`config.mk`:
```
export PLATFORM = sky130hd
export DESIGN_NAME = pipeline_hazard_ctrl
export DESIGN_NICKNAME = d
export VERILOG_FILES = /design/src/rtl/pipeline_hazard_ctrl.sv
export SDC_FILE = /design/constraint.sdc
export NUM_CORES = 1
export LEC_CHECK = 0
export ABC_AREA = 1
export CORE_MARGIN = 2
export CORE_UTILIZATION = 48
export CTS_BUF_LIST = sky130_fd_sc_hd__clkbuf_4
export DETAILED_ROUTE_END_ITERATION = 8
export PLACE_DENSITY = 0.79
export SYNTH_ARGS = -nofsm -noshare
export SYNTH_HDL_FRONTEND = slang
export SYNTH_SLANG_ARGS = --single-unit
export TNS_END_PERCENT = 100
```
`constraint.sdc`:
```
create_clock -name clk -period 1.6 [get_ports clk]
set_clock_uncertainty 0.05 [all_clocks]
set_input_delay 0.32 -clock clk [delete_from_list [all_inputs] [get_ports clk]]
set_output_delay 0.32 -clock clk [all_outputs]
set_load 0.005 [all_outputs]
```
`src/rtl/pipeline_hazard_ctrl.sv`:
```
// Hazard/sequencing controller for the 5-stage MIPS pipeline: shadow register-usage
// tracking, operand forwarding, load-use stall, branch/jump flush and memory wait-state freeze.
module pipeline_hazard_ctrl #(
  parameter int MEM_WAIT = 2
) (
  input  logic       clk,
  input  logic       rst_n,
  input  logic       id_valid,
  input  logic [4:0] id_rs,
  input  logic [4:0] id_rt,
  input  logic       id_uses_rs,
  input  logic       id_uses_rt,
  input  logic [4:0] id_dst,
  input  logic       id_regwrite,
  input  logic       id_memread,
  input  logic       id_memwrite,
  input  logic       id_jump,
  input  logic       ex_branch_taken,
  output logic       pc_stall,
  output logic       ifid_stall,
  output logic       idex_bubble,
  output logic       ifid_flush,
  output logic       idex_flush,
  output logic       freeze_all,
  output logic [1:0] fwd_a,
  output logic [1:0] fwd_b
);

  typedef struct packed {
    logic       valid;
    logic [4:0] rs;
    logic [4:0] rt;
    logic       uses_rs;
    logic       uses_rt;
    logic [4:0] dst;
    logic       regwrite;
    logic       memread;
    logic       memwrite;
  } entry_t;

  typedef enum logic [1:0] {S_IDLE, S_WAIT, S_DONE} state_t;

  localparam bit         WAIT_EN   = (MEM_WAIT != 0);
  localparam bit         WAIT_ONE  = (MEM_WAIT == 1);
  localparam logic [3:0] WAIT_LOAD = (MEM_WAIT > 0) ? 4'(MEM_WAIT - 1) : 4'd0;

  entry_t     ex_q, mem_q, wb_q, ex_d;
  state_t     state_q, state_d;
  logic [3:0] cnt_q, cnt_d;
  logic       mem_acc, load_use, bubble;
  logic       shadow_unused;

  function automatic logic counts(input entry_t e);
    return e.valid & e.regwrite & (e.dst != 5'd0);
  endfunction

  // Loads sitting in MEM have no data yet, so they never feed the EX/MEM path.
  function automatic logic [1:0] fwd_sel(input entry_t m, input entry_t w, input logic [4:0] src);
    if (counts(m) && (m.dst == src) && !m.memread) return 2'b10;
    else if (counts(w) && (w.dst == src))         return 2'b01;
    else                                          return 2'b00;
  endfunction

  assign fwd_a   = fwd_sel(mem_q, wb_q, ex_q.rs);
  assign fwd_b   = fwd_sel(mem_q, wb_q, ex_q.rt);
  assign mem_acc = mem_q.valid & (mem_q.memread | mem_q.memwrite);

  assign load_use = ex_q.valid & ex_q.memread & (ex_q.dst != 5'd0) & id_valid &
                    ((id_uses_rs & (id_rs == ex_q.dst)) | (id_uses_rt & (id_rt == ex_q.dst)));

  // WB only feeds forwarding; its remaining fields are kept for a complete shadow record.
  assign shadow_unused = ^wb_q;

  always_comb begin
    state_d    = state_q;
    cnt_d      = cnt_q;
    freeze_all = 1'b0;
    case (state_q)
      S_IDLE: begin
        if (mem_acc && WAIT_EN) begin
          freeze_all = 1'b1;
          cnt_d      = WAIT_LOAD;
          state_d    = WAIT_ONE ? S_DONE : S_WAIT;
        end
      end
      S_WAIT: begin
        freeze_all = 1'b1;
        cnt_d      = cnt_q - 4'd1;
        if (cnt_q <= 4'd1) state_d = S_DONE;
      end
      S_DONE:  state_d = S_IDLE;
      default: state_d = S_IDLE;
    endcase
  end

  // Branch beats load-use, load-use beats jump; a frozen pipeline ignores all of them.
  always_comb begin
    pc_stall    = 1'b0;
    ifid_stall  = 1'b0;
    idex_bubble = 1'b0;
    ifid_flush  = 1'b0;
    idex_flush  = 1'b0;
    if (rst_n && !freeze_all) begin
      if (ex_branch_taken) begin
        ifid_flush = 1'b1;
        idex_flush = 1'b1;
      end else if (load_use) begin
        pc_stall    = 1'b1;
        ifid_stall  = 1'b1;
        idex_bubble = 1'b1;
      end else if (id_valid && id_jump) begin
        ifid_flush = 1'b1;
      end
    end
  end

  assign bubble = ex_branch_taken | idex_bubble | !id_valid;

  always_comb begin
    ex_d = '0;
    if (!bubble) begin
      ex_d.valid    = 1'b1;
      ex_d.rs       = id_rs;
      ex_d.rt       = id_rt;
      ex_d.uses_rs  = id_uses_rs;
      ex_d.uses_rt  = id_uses_rt;
      ex_d.dst      = id_dst;
      ex_d.regwrite = id_regwrite;
      ex_d.memread  = id_memread;
      ex_d.memwrite = id_memwrite;
    end
  end

  always_ff @(posedge clk or negedge rst_n) begin
    if (!rst_n) begin
      ex_q    <= '0;
      mem_q   <= '0;
      wb_q    <= '0;
      state_q <= S_IDLE;
      cnt_q   <= '0;
    end else begin
      state_q <= state_d;
      cnt_q   <= cnt_d;
      if (!freeze_all) begin
        ex_q  <= ex_d;
        mem_q <= ex_q;
        wb_q  <= mem_q;
      end
    end
  end

endmodule

```
==> impl_metrics.sql <==
INSERT INTO impl_metrics (metric_group, metric, value, unit) VALUES
('floorplan', 'design.core.area', '4630', 'um^2'),
('sta', 'hold_violations', '0', ''),
('floorplan', 'top_level_ports', '35', ''),
('critical_path', 'cp_slowest_stage_delay', '0.54', 'ns'),
('critical_path', 'required', '1.23', 'ns'),
('sta', 'finalSetupViolations', '46', ''),
('sta', 'slew_violations', '0', ''),
('power', 'power_density', '1640', 'nW/um^2'),
('outcome', 'status', 'complete, but fails checks', ''),
('routing', 'ant_nets', '0', ''),
('sta', 'slew_headroom', '65.6', '%'),
('clock_tree', 'clock_path_buffers', '2', ''),
('synth', 'synth.lib_cells_used.distinct', '26', ''),
('floorplan', 'chipWidth', '72.8', 'um'),
('routing', 'detailedRoute.firstIterationViolations', '210', ''),
('routing', 'drt-wirelength-per-cell', '17.7', 'um'),
('grt', 'grt_pass1_wl', '10100', 'um'),
('grt', 'initial_antenna_violation_count', '0', ''),
('layout', 'antenna-diode-count', '0', ''),
('power', 'power.combinational.fraction', '60.0', '%'),
('clock_tree', 'tritoncts', 'yes', ''),
('synth', 'yosysTopAreaCell', 'dfrtp_1', ''),
('critical_path', 'critPathKind', 'in2out', ''),
('power', 'post-layout-total-power', '5960', 'uW'),
('critical_path', 'slowest_stage', 'clkdlybuf4s50_1', ''),
('floorplan', 'die-area', '5300', 'um^2'),
('synth', 'synth-seq-area-share', '45.2', '%'),
('layout', 'stdcell_area', '3620', 'um^2'),
('power', 'p_sw', '2440', 'uW'),
('power', 'internal_power', '3520', 'uW'),
('routing', 'via_count', '2456', ''),
('routing', 'wire_length_after_detailed_routing', '7900', 'um'),
('worst_hold_path', 'hold_class', 'in2async', ''),
('clock_tree', 'numCtsBuffers', '5', ''),
('clock_tree', 'cts.root.buffer_cell', 'clkbuf_4', ''),
('synth', 'synth.yosys.warnings', '0', ''),
('routing', 'detailedRoute.firstPassIterationCount', '4', ''),
('floorplan', 'die-height', '72.8', 'um'),
('synth', 'synth_top_area_share', '45.2', '%'),
('routing', 'vias_per_cell', '5.51', ''),
('power', 'power.share.clock', '11.6', '%'),
('clock_tree', 'path_clk_slew', '0.13', 'ns'),
('outcome', 'violations', 'setup timing', ''),
('sta', 'period_share', '133', '%'),
('floorplan', 'core.rowCount', '25', ''),
('layout', 'finish.utilization', '78.3', '%'),
('clock_tree', 'worstSkewPairLatency', '0.35', 'ns'),
('synth', 'ys_top_cells_by_count', 'nand2_1 (101), dfrtp_1 (41), inv_1 (34)', ''),
('power', 'vdd_drop_max', '1310', 'uV'),
('critical_path', 'setup.worst_path.start_class', 'primary input', ''),
('synth', 'postSynth.asyncResetShare', '100', '%'),
('grt', 'pin_count_of_the_biggest_net_entering_global_routing', '42', ''),
('layout', 'final_layout_size_suffix_gt1_share', '43.4', '%'),
('synth', 'postSynthCellCount', '294', ''),
('clock_tree', 'htree_levels', '2', ''),
('synth', 'yosysMostFrequentCell', 'nand2_1', ''),
('power', 'power_switching_share', '41.0', '%'),
('place', 'post_detailed_placement_cell_area', '2930', 'um^2'),
('critical_path', 'critical_path.max_fanout', '3', ''),
('grt', 'grt_pass1_vias', '2155', ''),
('synth', 'synth-seq-cells', '41', ''),
('synth', 'synth-edff-count', '0', ''),
('power', 'static-leakage-power', '0.00184', 'uW'),
('sta', 'tightestPinTransition', '0.516', 'ns'),
('critical_path', 'critical_path.cell_chain', 'clkdlybuf4s50_1, inv_1, nand2_1, nand2_1, nor2_2, nand3_1, nand2_2, nand2_1, nand2_1, o21ai_1, buf_2', ''),
('sta', 'timing.final.ws_setup', '-0.522', 'ns'),
('synth', 'ys_dominant_reg_cell', 'dfrtp_1', ''),
('floorplan', 'initial_utilization', '49.1', '%'),
('critical_path', 'worst-endpoint-arrival', '1.75', 'ns'),
('critical_path', 'worstSetupStartpoint', 'id_rt[1]', ''),
('sta', 'period_needed', '2.12', 'ns');
-- routing by layer --
| layer | track usage, % | part of all wire [%] | vias to the layer above |
|---|---|---|---|
| li1 | - | - | 1127 |
| met5 | 0 | 0 | - |
| met3 | 5.66 | 6.6 | 25 |
| met4 | 9.47 | 3.7 | 0 |
| met2 | 42.2 | 51 | 125 |
| met1 | 32.3 | 39 | 1179 |
-- final timing paths --
check	endpoint	slack [ns]	cells past startpoint
hold reg to reg	wb_q[2]$_DFFE_PN0N_	0.47	2
min in group clk	ex_q[14]$_DFFE_PN0N_	0.25	3
max in group asynchronous	mem_q[1]$_DFFE_PN0N_	1.10	2
setup / recovery	ifid_flush	-0.52	11
setup reg to reg	ex_q[18]$_DFFE_PN0N_	-0.13	9
hold / removal	ex_q[1]$_DFFE_PN0N_	0.03	2
-- worst max-delay path: cells and delay by family --
family	cells	cell delay (ns)
AO/OA/AOI/OAI	1	0.06
buffers and inverters	3	0.75
AND/OR/NAND/NOR	7	0.62
-- layout by cell type (no fill, tap or decap), types with 2 or more instances in the layout --
cell type	count
nor3_1	4
o2111ai_2	2
clkbuf_16	3
a21oi_2	3
o21ai_1	12
dfrtp_1	40
buf_12	4
xnor2_1	4
dlymetal6s2s_1	2
ha_1	2
o21ai_2	6
nand3_4	4
buf_8	2
inv_1	23
nand2_1	80
clkinvlp_4	2
xnor2_2	4
clkbuf_4	5
nand3_2	19
nor2_1	17
clkdlybuf4s50_1	20
nand4_1	3
o22ai_2	2
xor2_1	6
buf_6	17
nor2_2	5
nand2_4	3
nand2_2	19
buf_2	7
nand3_1	3
inv_2	9
nor2_4	2
nor3_2	2
buf_4	44
-- power by group through the flow --
| stage | Combinational, uW | Sequential [uW] | Clock, uW |
|---|---|---|---|
| 3_5_place_dp | 1970 | 1640 | 0 |
| 2_1_floorplan | 1180 | 1600 | 0 |
| 5_1_grt | 3810 | 1720 | 733 |
| 4_1_cts | 2400 | 1630 | 682 |
| 3_3_place_gp | 1910 | 1630 | 0 |
| 6_report | 3580 | 1690 | 689 |
-- layout make-up --
| cell class | count | area, um^2 | area share [%] |
|---|---|---|---|
| repair buffers | 100 | 976 | 26.9 |
| flip-flops and latches | 41 | 1030 | 28.3 |
| clock buffers | 5 | 37.5 | 1.04 |
| clock inverters | 3 | 41.3 | 1.14 |
| multi-input cells | 209 | 1340 | 37.0 |
| well taps | 54 | 67.6 | 1.86 |
| inverters | 34 | 134 | 3.69 |
-- state kept, by name, indices dropped and copies added, names as in the netlist --
signal and count:
cnt_q 4, ex_q 19, mem_q 9, state_q 2, wb_q 7
-- through the flow --
stage / instances / hold slack (ns) / worst slack (ns) / TNS, ns
after floorplan: 294 / -0.0256 / 0.00224 / 0
after global placement: 411 / 0.399 / -0.766 / -11.86
after detailed placement: 411 / 0.402 / -0.782 / -12.30
after CTS: 437 / 0.00479 / -0.425 / -3.46
after global routing: 446 / 0.0656 / -0.600 / -8.72
final: 446 / 0.0290 / -0.522 / -5.60
-- cell families (layout without fill, tap and decap cells) --
logic type / count (synthesis) / count (layout) / share of synthesized area (%)
DFF: 41 / 41 / 45.2
AOI/OAI and AO/OA: 29 / 29 / 7.49
buffers and inverters: 44 / 142 / 8.26
xor gates and xnor gates: 14 / 14 / 5.40
and+or+nand+nor: 164 / 164 / 32.6
adders and majority gates: 2 / 2 / 1.10
-- timing repair --
item                       in CTS  in global routing
gates cloned                    1                  5
setup endpoints to repair      31                 48
pin swaps                      26                 40
buffers inserted               18                  8
gates resized for setup        80                 92
hold buffers                    0                  0
Note: power is estimated with default switching activity, not from simulation.
